--- src/rtl/alu_issue_stage.sv ---
// RV32I decode/issue stage feeding the ALU, with a 2-entry skid buffer for full throughput.
// Optional illegal-encoding flag output enabled by defining ALU_ISSUE_ILLEGAL_CHECK_EN.
//   state   | meaning
//   ST_PASS | skid empty, in_ready=1, accepts go to the output register when it is free
//   ST_FULL | skid holds the entry behind the stalled output register, in_ready=0
module alu_issue_stage #(
  parameter int DATA_WIDTH = 32,
  parameter int CNT_WIDTH  = 16
) (
  input  logic                  clk,
  input  logic                  rst,
  input  logic                  in_valid,
  output logic                  in_ready,
  input  logic [31:0]           in_instr,
  input  logic [DATA_WIDTH-1:0] in_pc,
  input  logic [DATA_WIDTH-1:0] in_rs1_data,
  input  logic [DATA_WIDTH-1:0] in_rs2_data,
  output logic                  out_valid,
  input  logic                  out_ready,
  output logic [3:0]            out_alu_control,
  output logic [DATA_WIDTH-1:0] out_operand_a,
  output logic [DATA_WIDTH-1:0] out_operand_b,
  output logic [4:0]            out_rd,
  output logic                  out_reg_write,
  output logic [CNT_WIDTH-1:0]  issue_count
`ifdef ALU_ISSUE_ILLEGAL_CHECK_EN
  ,
  output logic                  out_illegal
`endif
);

  localparam logic [6:0] OPC_OP     = 7'b0110011;
  localparam logic [6:0] OPC_OP_IMM = 7'b0010011;
  localparam logic [6:0] OPC_LUI    = 7'b0110111;
  localparam logic [6:0] OPC_AUIPC  = 7'b0010111;
  localparam logic [6:0] F7_BASE    = 7'b0000000;
  localparam logic [6:0] F7_ALT     = 7'b0100000;
  localparam logic [3:0] ALU_ADD    = 4'b0000;
  localparam logic [3:0] ALU_SLL    = 4'b0001;

  typedef struct packed {
    logic [3:0]            alu_control;
    logic [DATA_WIDTH-1:0] operand_a;
    logic [DATA_WIDTH-1:0] operand_b;
    logic [4:0]            rd;
    logic                  reg_write;
  } entry_t;

  typedef enum logic {ST_PASS, ST_FULL} state_t;

  state_t state;
  entry_t dec, out_q, skid_q;
  logic   dec_illegal;
  logic   accept;

  logic [6:0] opcode;
  logic [2:0] funct3;
  logic [6:0] funct7;

  assign opcode = in_instr[6:0];
  assign funct3 = in_instr[14:12];
  assign funct7 = in_instr[31:25];
  assign accept = in_valid & in_ready;

  always_comb begin
    dec             = '0;
    dec.rd          = in_instr[11:7];
    dec_illegal     = 1'b0;
    case (opcode)
      OPC_OP: begin
        dec.alu_control = {funct7[5], funct3};
        dec.operand_a   = in_rs1_data;
        dec.operand_b   = in_rs2_data;
        dec.reg_write   = 1'b1;
        if (funct7 != F7_BASE && funct7 != F7_ALT)
          dec_illegal = 1'b1;
        else if (funct7 == F7_ALT && funct3 != 3'b000 && funct3 != 3'b101)
          dec_illegal = 1'b1;
      end
      OPC_OP_IMM: begin
        dec.operand_a = in_rs1_data;
        dec.operand_b = {{(DATA_WIDTH-12){in_instr[31]}}, in_instr[31:20]};
        dec.reg_write = 1'b1;
        if (funct3 == 3'b101) begin
          dec.alu_control = {funct7[5], 3'b101};
          dec.operand_b   = {{(DATA_WIDTH-5){1'b0}}, in_instr[24:20]};
          dec_illegal     = (funct7 != F7_BASE && funct7 != F7_ALT);
        end else if (funct3 == 3'b001) begin
          dec.alu_control = ALU_SLL;
          dec_illegal     = (funct7 != F7_BASE);
        end else begin
          // funct7[5] is immediate data here, so ADDI can never turn into SUB
          dec.alu_control = {1'b0, funct3};
        end
      end
      OPC_LUI: begin
        dec.alu_control = ALU_ADD;
        dec.operand_b   = {in_instr[31:12], 12'b0};
        dec.reg_write   = 1'b1;
      end
      OPC_AUIPC: begin
        dec.alu_control = ALU_ADD;
        dec.operand_a   = in_pc;
        dec.operand_b   = {in_instr[31:12], 12'b0};
        dec.reg_write   = 1'b1;
      end
      default: dec_illegal = 1'b1;
    endcase
    // Illegal or unsupported encodings still flow downstream as bubbles
    if (dec_illegal) begin
      dec.alu_control = ALU_ADD;
      dec.operand_a   = '0;
      dec.operand_b   = '0;
      dec.reg_write   = 1'b0;
    end
    if (dec.rd == 5'd0)
      dec.reg_write = 1'b0;
  end

  always_ff @(posedge clk) begin
    if (rst) begin
      state       <= ST_PASS;
      in_ready    <= 1'b1;
      out_valid   <= 1'b0;
      out_q       <= '0;
      skid_q      <= '0;
      issue_count <= '0;
    end else begin
      if (out_valid && out_ready)
        issue_count <= issue_count + CNT_WIDTH'(1);
      case (state)
        ST_PASS: begin
          if (accept) begin
            if (!out_valid || out_ready) begin
              out_q     <= dec;
              out_valid <= 1'b1;
            end else begin
              skid_q   <= dec;
              state    <= ST_FULL;
              in_ready <= 1'b0;
            end
          end else if (out_ready) begin
            out_valid <= 1'b0;
          end
        end
        ST_FULL: begin
          if (out_ready) begin
            out_q    <= skid_q;
            state    <= ST_PASS;
            in_ready <= 1'b1;
          end
        end
        default: state <= ST_PASS;
      endcase
    end
  end

`ifdef ALU_ISSUE_ILLEGAL_CHECK_EN
  logic skid_illegal;

  always_ff @(posedge clk) begin
    if (rst) begin
      out_illegal  <= 1'b0;
      skid_illegal <= 1'b0;
    end else begin
      case (state)
        ST_PASS: begin
          if (accept) begin
            if (!out_valid || out_ready)
              out_illegal <= dec_illegal;
            else
              skid_illegal <= dec_illegal;
          end
        end
        ST_FULL: begin
          if (out_ready)
            out_illegal <= skid_illegal;
        end
        default: ;
      endcase
    end
  end
`endif

  assign out_alu_control = out_q.alu_control;
  assign out_operand_a   = out_q.operand_a;
  assign out_operand_b   = out_q.operand_b;
  assign out_rd          = out_q.rd;
  assign out_reg_write   = out_q.reg_write;

endmodule

--- config.mk ---
export PLATFORM = sky130hd
export DESIGN_NAME = alu_issue_stage
export DESIGN_NICKNAME = d
export VERILOG_FILES = /design/src/rtl/alu_issue_stage.sv
export SDC_FILE = /design/constraint.sdc
export NUM_CORES = 1
export LEC_CHECK = 0
export ABC_AREA = 0
export CORE_UTILIZATION = 30
export CTS_BUF_LIST = sky130_fd_sc_hd__clkbuf_4 sky130_fd_sc_hd__clkbuf_8
export CTS_CLUSTER_SIZE = 12
export DETAILED_ROUTE_END_ITERATION = 10
export PLACE_DENSITY_LB_ADDON = 0.3
export SLEW_MARGIN = 20
export SYNTH_ARGS = -nofsm -noshare
export SYNTH_HDL_FRONTEND = slang
export SYNTH_SLANG_ARGS = --single-unit
--- constraint.sdc ---
create_clock -name clk -period 2.1 [get_ports clk]
set_clock_uncertainty 0.1 [all_clocks]
set_input_delay 0.21 -clock clk [delete_from_list [all_inputs] [get_ports clk]]
set_output_delay 0.21 -clock clk [all_outputs]
set_load 0.05 [all_outputs]
# ---- Word-level counts from Yosys, hierarchy flattened
# Index checks and enable logic that the tools add are counted.
dict set report op_classes {
  add_sub_neg 1
  mul 0
  div_mod_pow 0
  order_cmp 0
  eq_ne 14
  shift 0
  n_mux 30
  bitwise_logic 3
  reduce_logical 17
}
# cell n
set op_table {}
lappend op_table {{$mux 74} 3}
lappend op_table {{$pmux 74 s2} 1}
lappend op_table {{$pmux 32 s3} 1}
lappend op_table {{$mux 68} 1}
lappend op_table {{$pmux 32 s2} 1}
lappend op_table {{$mux 32} 1}
lappend op_table {{$eq 7x6->1 const B} 3}
lappend op_table {{$add 16x1->16 const B} 1}
lappend op_table {{$mux 1} 16}
lappend op_table {{$eq 7x5->1 const B} 2}
lappend op_table {{$reduce_and 3->1} 4}
lappend op_table {{$ne 2x2->1 const B} 4}
lappend op_table {{$pmux 4 s2} 1}
lappend op_table {{$ne 7x6->1 const B} 1}
lappend op_table {{$reduce_bool 7->1} 1}
lappend op_table {{$logic_not 5->1} 1}
lappend op_table {{$logic_and 1x1->1} 4}
lappend op_table {{$mux 4} 1}
lappend op_table {{$pmux 1 s2} 2}
lappend op_table {{$reduce_or 2->1} 2}
lappend op_table {{$reduce_or 4->1} 1}
lappend op_table {{$eq 3x1->1 const B} 1}
lappend op_table {{$eq 3x3->1 const B} 1}
lappend op_table {{$mux 3} 1}
lappend op_table {{9 further kinds} 10}
dict set report totals {
  regBits 167
  latchBits 0
  mem_bits_rw 0
  mem_bits_ro 0
  in_bits 132
  output_inout_bits 92
  wordCells 79
  n_memories 0
}

# ---- Longest topological paths before layout
dict set report depth {
  ltp_word 11
  mapped_depth 8
  depth_no_buf 5
}

# ---- Worst setup path after synthesis
# OpenSTA, ideal clock, no wires.
dict set report synth_timing {
  path_type {reg-to-reg}
  startpoint {register issue_count[3]}
  endpoint {register issue_count[15]}
  setup_ns 0.071
  arrival_ns 2.091
  required_ns 1.929
  path_slack_ns -0.162
  stages_incl_launch_ff 5
  n_path_buf 0
  period_less_slack_ns 2.262
  cell_sequence {dfxtp_1 > nand3_1 > or3_1 > or4_1 > a21oi_1}
}
dict set report synth_between {
  elab_chain_len 1
}
# element line
set synth_rtl {}
lappend synth_rtl {{start, declared} 25} ;# output logic [CNT_WIDTH-1:0] issue_count
lappend synth_rtl {{start signal, assigned} 130} ;# issue_count <= issue_count + CNT_WIDTH'(1);
lappend synth_rtl {{$add 16x1->16} 130}
# Every way passes these cells.
# A chain may end at the register's enable or synchronous reset.

# ---- Worst setup path after layout
dict set report layout_timing {
  startpoint {register out_q, in the netlist out_operand_b[8]}
  endpoint {output out_operand_b[8]}
}
# element line
set layout_rtl {}
lappend layout_rtl {{start, declared} 52} ;# entry_t dec, out_q, skid_q;
lappend layout_rtl {{start signal, assigned} 148} ;# out_q <= skid_q;
lappend layout_rtl {{end, declared} 22} ;# output logic [DATA_WIDTH-1:0] out_operand_b,
# No word-level cell between the ends.

==> flow_summary_export.csv <==
group,metric,value,unit
status,status,"completed",
worst_setup_path,endpoint_kind,"output pin",
hold_path,hold_class,"primary input to register",
worst_setup_path,reg2reg_depth,4,
cts,cts_made_buffers,17,
floorplanning,die_w,158,microns
cts,clockBufferDepth,2,
pwr,peakVddDrop,394,uV
routing,drt-total-wl,24600,microns
worst_setup_path,path_cells,"clkdlybuf4s50_1",
global_routing,antenna_found_initial,0,
hold_path,hp-start,"rst",
cells_and_area,syn2layout_area_growth,45.6,%
cells_and_area,nets,1223,
synth,ys_seq_area_share,45.5,%
worst_setup_path,cp.depth,1,
synth,yosysWarnings,0,
hold_path,whs_path_depth,3,
worst_setup_path,r2r-end,"issue_count[14]$_SDFFE_PP0P_",
run,maxCapViolations,0,
timing,setup_viol,0,
routing,detail-route-antenna-nets,0,
routing,dr.pass1.iters,5,
pwr,power.leakage,3.97,nW
timing,final_max_slew_viol_count,0,
cts,cts_root_buf,"clkbuf_8",
synth,synth-edff-count,0,
cts,clock-sinks,167,
placed_design,place_ws,-0.435,ns
global_routing,first_global_vias,6966,
worst_setup_path,r2r-start,"issue_count[7]$_SDFFE_PP0P_",
timing,whs,0.0947,ns
cts,htree_levels,4,
cells_and_area,final_cell_area,10700,sq um
global_routing,grt_first_pass_wirelength,37900,microns
worst_setup_path,crit_buf_inv,1,
floorplanning,rows,56,
synth,ys.flop_type,"dfxtp_1",
worst_setup_path,timing_worst_setup_path_type,"register to output pin",
cts,cts_tree,"built",
timing,fin_crit_sh,96.7,%
floorplanning,start_util,30.9,%
worst_setup_path,slowest_delay,0.88,ns
placed_design,gp_congestion,0.794,
timing,max_freq,492,MHz
synth,synthCells,860,
timing,fin_ws,0.0684,ns
cells_and_area,drive_gt1_share,12.0,%
worst_setup_path,cp_max_fo,2,
floorplanning,ioPinCount,224,
pwr,seqPwrFrac,48.3,%
worst_setup_path,crit_family,"buffers and inverters",
pwr,p_sw,1.96,mW
routing,routed_via_density,5.15,
placed_design,place_hpwl,16800,microns
floorplanning,coreArea,23800,sq um
synth,synthesis.nets,993,
pwr,clock_power_share,35.9,%
cts,worstSkewPairLatency,0.47,ns
pwr,combPwrFrac,15.8,%
hold_path,min_to,"out_operand_b[20]$_SDFFE_PP0P_",
global_routing,grt_usage,19.7,%
worst_setup_path,worstPathRequired,1.79,ns
worst_setup_path,cpMaxStageDelayCell,"clkdlybuf4s50_1",
timing,tightest_slew,0.970,ns
worst_setup_path,critPathLaunchType,"register",
floorplanning,die_h,158,microns
pwr,p_per_area,624,nW/um^2
synth,synth_area,7340,sq um
pwr,switching_share,29.3,%
cells_and_area,n_antenna_cell,0,
synth,yosysUniqueCellTypes,58,
global_routing,grt_overflow_total,0,
synth,synth_area_per_cell,8.54,sq um
global_routing,grt_max_degree,95,
routing,drt_iter0_drc,398,
synth,ys_seq_elements,167,
timing,post-route-min-period,2.03,ns
worst_setup_path,r2r_slack,0.23,ns
routing,drc,0,
timing,slew_headroom,35.1,%
routing,num_vias,7321,
pwr,power,6.67,mW
routing,post_drt_wl_per_cell,17.3,microns
timing,finalHoldViolCount,0,
cts,clk_pin_slew,0.10,ns
pwr,internal-power,4.71,mW
placed_design,io_buffers,223,
timing,grt_setup_unrepaired,"no",
floorplanning,die_area,25100,sq um
synth,async_reset_ff_share,0,%
worst_setup_path,cp.arrival,1.72,ns
placed_design,dpl_cell_area,10300,sq um
==> metrics by stage <==
step                      setup TNS, ns  cells  utilization [%]
after floorplan                       0    860                -
after global placement           -38.59   1388             43.2
after detailed placement         -40.72   1388             43.2
after CTS                             0   1421             44.9
after global routing                  0   1422             45.0
final                                 0   1422             45.0
==> what timing repair did <==
| item | 4_1_cts | 5_1_grt |
|---|---|---|
| pin swaps | 0 | 1 |
| hold buffers | 1 | 0 |
| resized for setup | 1 | 3 |
| setup buffers | 0 | 1 |
| hold endpoints to repair | 1 | 0 |
| endpoints found under the setup margin | 1 | 8 |
==> power by group through the flow <==
stage / Clock (mW) / Sequential, mW / Combinational (mW)
5_1_grt: 2.59 / 3.23 / 1.13
6_report: 2.39 / 3.22 / 1.06
3_3_place_gp: 0 / 3.30 / 1.05
3_5_place_dp: 0 / 3.30 / 1.05
4_1_cts: 2.46 / 3.22 / 1.06
2_1_floorplan: 0 / 3.40 / 0.406
==> state kept, by name, indices dropped and copies added (netlist names) <==
signal / count
in_ready: 1
issue_count: 16
out_alu_control: 4
out_operand_a: 32
out_operand_b: 32
out_rd: 5
out_reg_write: 1
out_valid: 1
skid_q: 74
state: 1
==> how the worst max path moves through the flow <==
stage	slack [ns]	end	from
3_5_place_dp	-0.44	out_operand_b[19]$_SDFFE_PP0P_	in_instr[14]
3_3_place_gp	-0.43	out_operand_b[19]$_SDFFE_PP0P_	in_instr[14]
6_report	0.07	out_operand_b[8]	out_operand_b[8]$_SDFFE_PP0P_
2_1_floorplan	0.01	issue_count[14]$_SDFFE_PP0P_	issue_count[9]$_SDFFE_PP0P_
4_1_cts	0.01	issue_count[12]	issue_count[12]$_SDFFE_PP0P_
5_1_grt	0.005	out_operand_a[31]	out_operand_a[31]$_SDFFE_PP0P_
==> cell type report <==
class | instances | area, sq um
Fill cell | 2307 | 13100
Multi-Input combinational cell | 608 | 3650
Sequential cell | 167 | 3350
Timing Repair Buffer | 286 | 2850
Tap cell | 319 | 399
Clock buffer | 18 | 248
Clock inverter | 14 | 158
Inverter | 10 | 37.5
==> routing by layer <==
layer	track usage (%)	part of all wire (%)	up-vias
met5	0	0	-
met4	7.14	2.4	0
met3	4.87	6.6	39
met2	30.7	47	266
met1	26.2	44	3420
li1	-	-	3596
==> logic make-up after synthesis <==
group | Yosys count | share of synthesized area (%)
mux | 16 | 2.20
fa+ha+maj | 1 | 0.170
flops | 167 | 45.5
xor+xnor | 9 | 1.07
simple gates | 279 | 20.2
compound gates | 303 | 25.4
buf+inv | 85 | 5.38
==> cells in the final DEF (no fill, tap or decap), drive strengths merged, types with 5 or more instances in the layout <==
cell           Yosys  routed
clkdlybuf4s50      0     216
dfxtp            167     167
a21oi            111     111
nand2             83      83
o21ai             78      78
buf               12      65
and3              62      62
o22ai             59      59
nor2              40      40
nor2b             35      35
a221oi            19      19
inv               10      19
clkbuf            63      18
nand3             16      16
mux2i             15      15
a211oi            12      12
nor3b              8       8
a2111oi            7       7
xnor2              6       6
nor4               6       6
or3                5       5
==> cell usage after synthesis (9+ instances only) <==
| cell | n | area [sq um] |
|---|---|---|
| inv_1 | 10 | 37.5 |
| a21oi_1 | 111 | 556 |
| a221oi_1 | 19 | 166 |
| nand2_1 | 82 | 308 |
| o21ai_0 | 72 | 360 |
| o22ai_1 | 59 | 369 |
| nor2b_1 | 35 | 219 |
| nor2_1 | 40 | 150 |
| a211oi_1 | 12 | 90.1 |
| dfxtp_1 | 167 | 3340 |
| and3_1 | 62 | 388 |
| mux2i_1 | 15 | 150 |
| nand3_1 | 16 | 80.1 |
| clkbuf_1 | 58 | 218 |
| buf_2 | 9 | 45.0 |
Power figures use the tool's default switching activity.
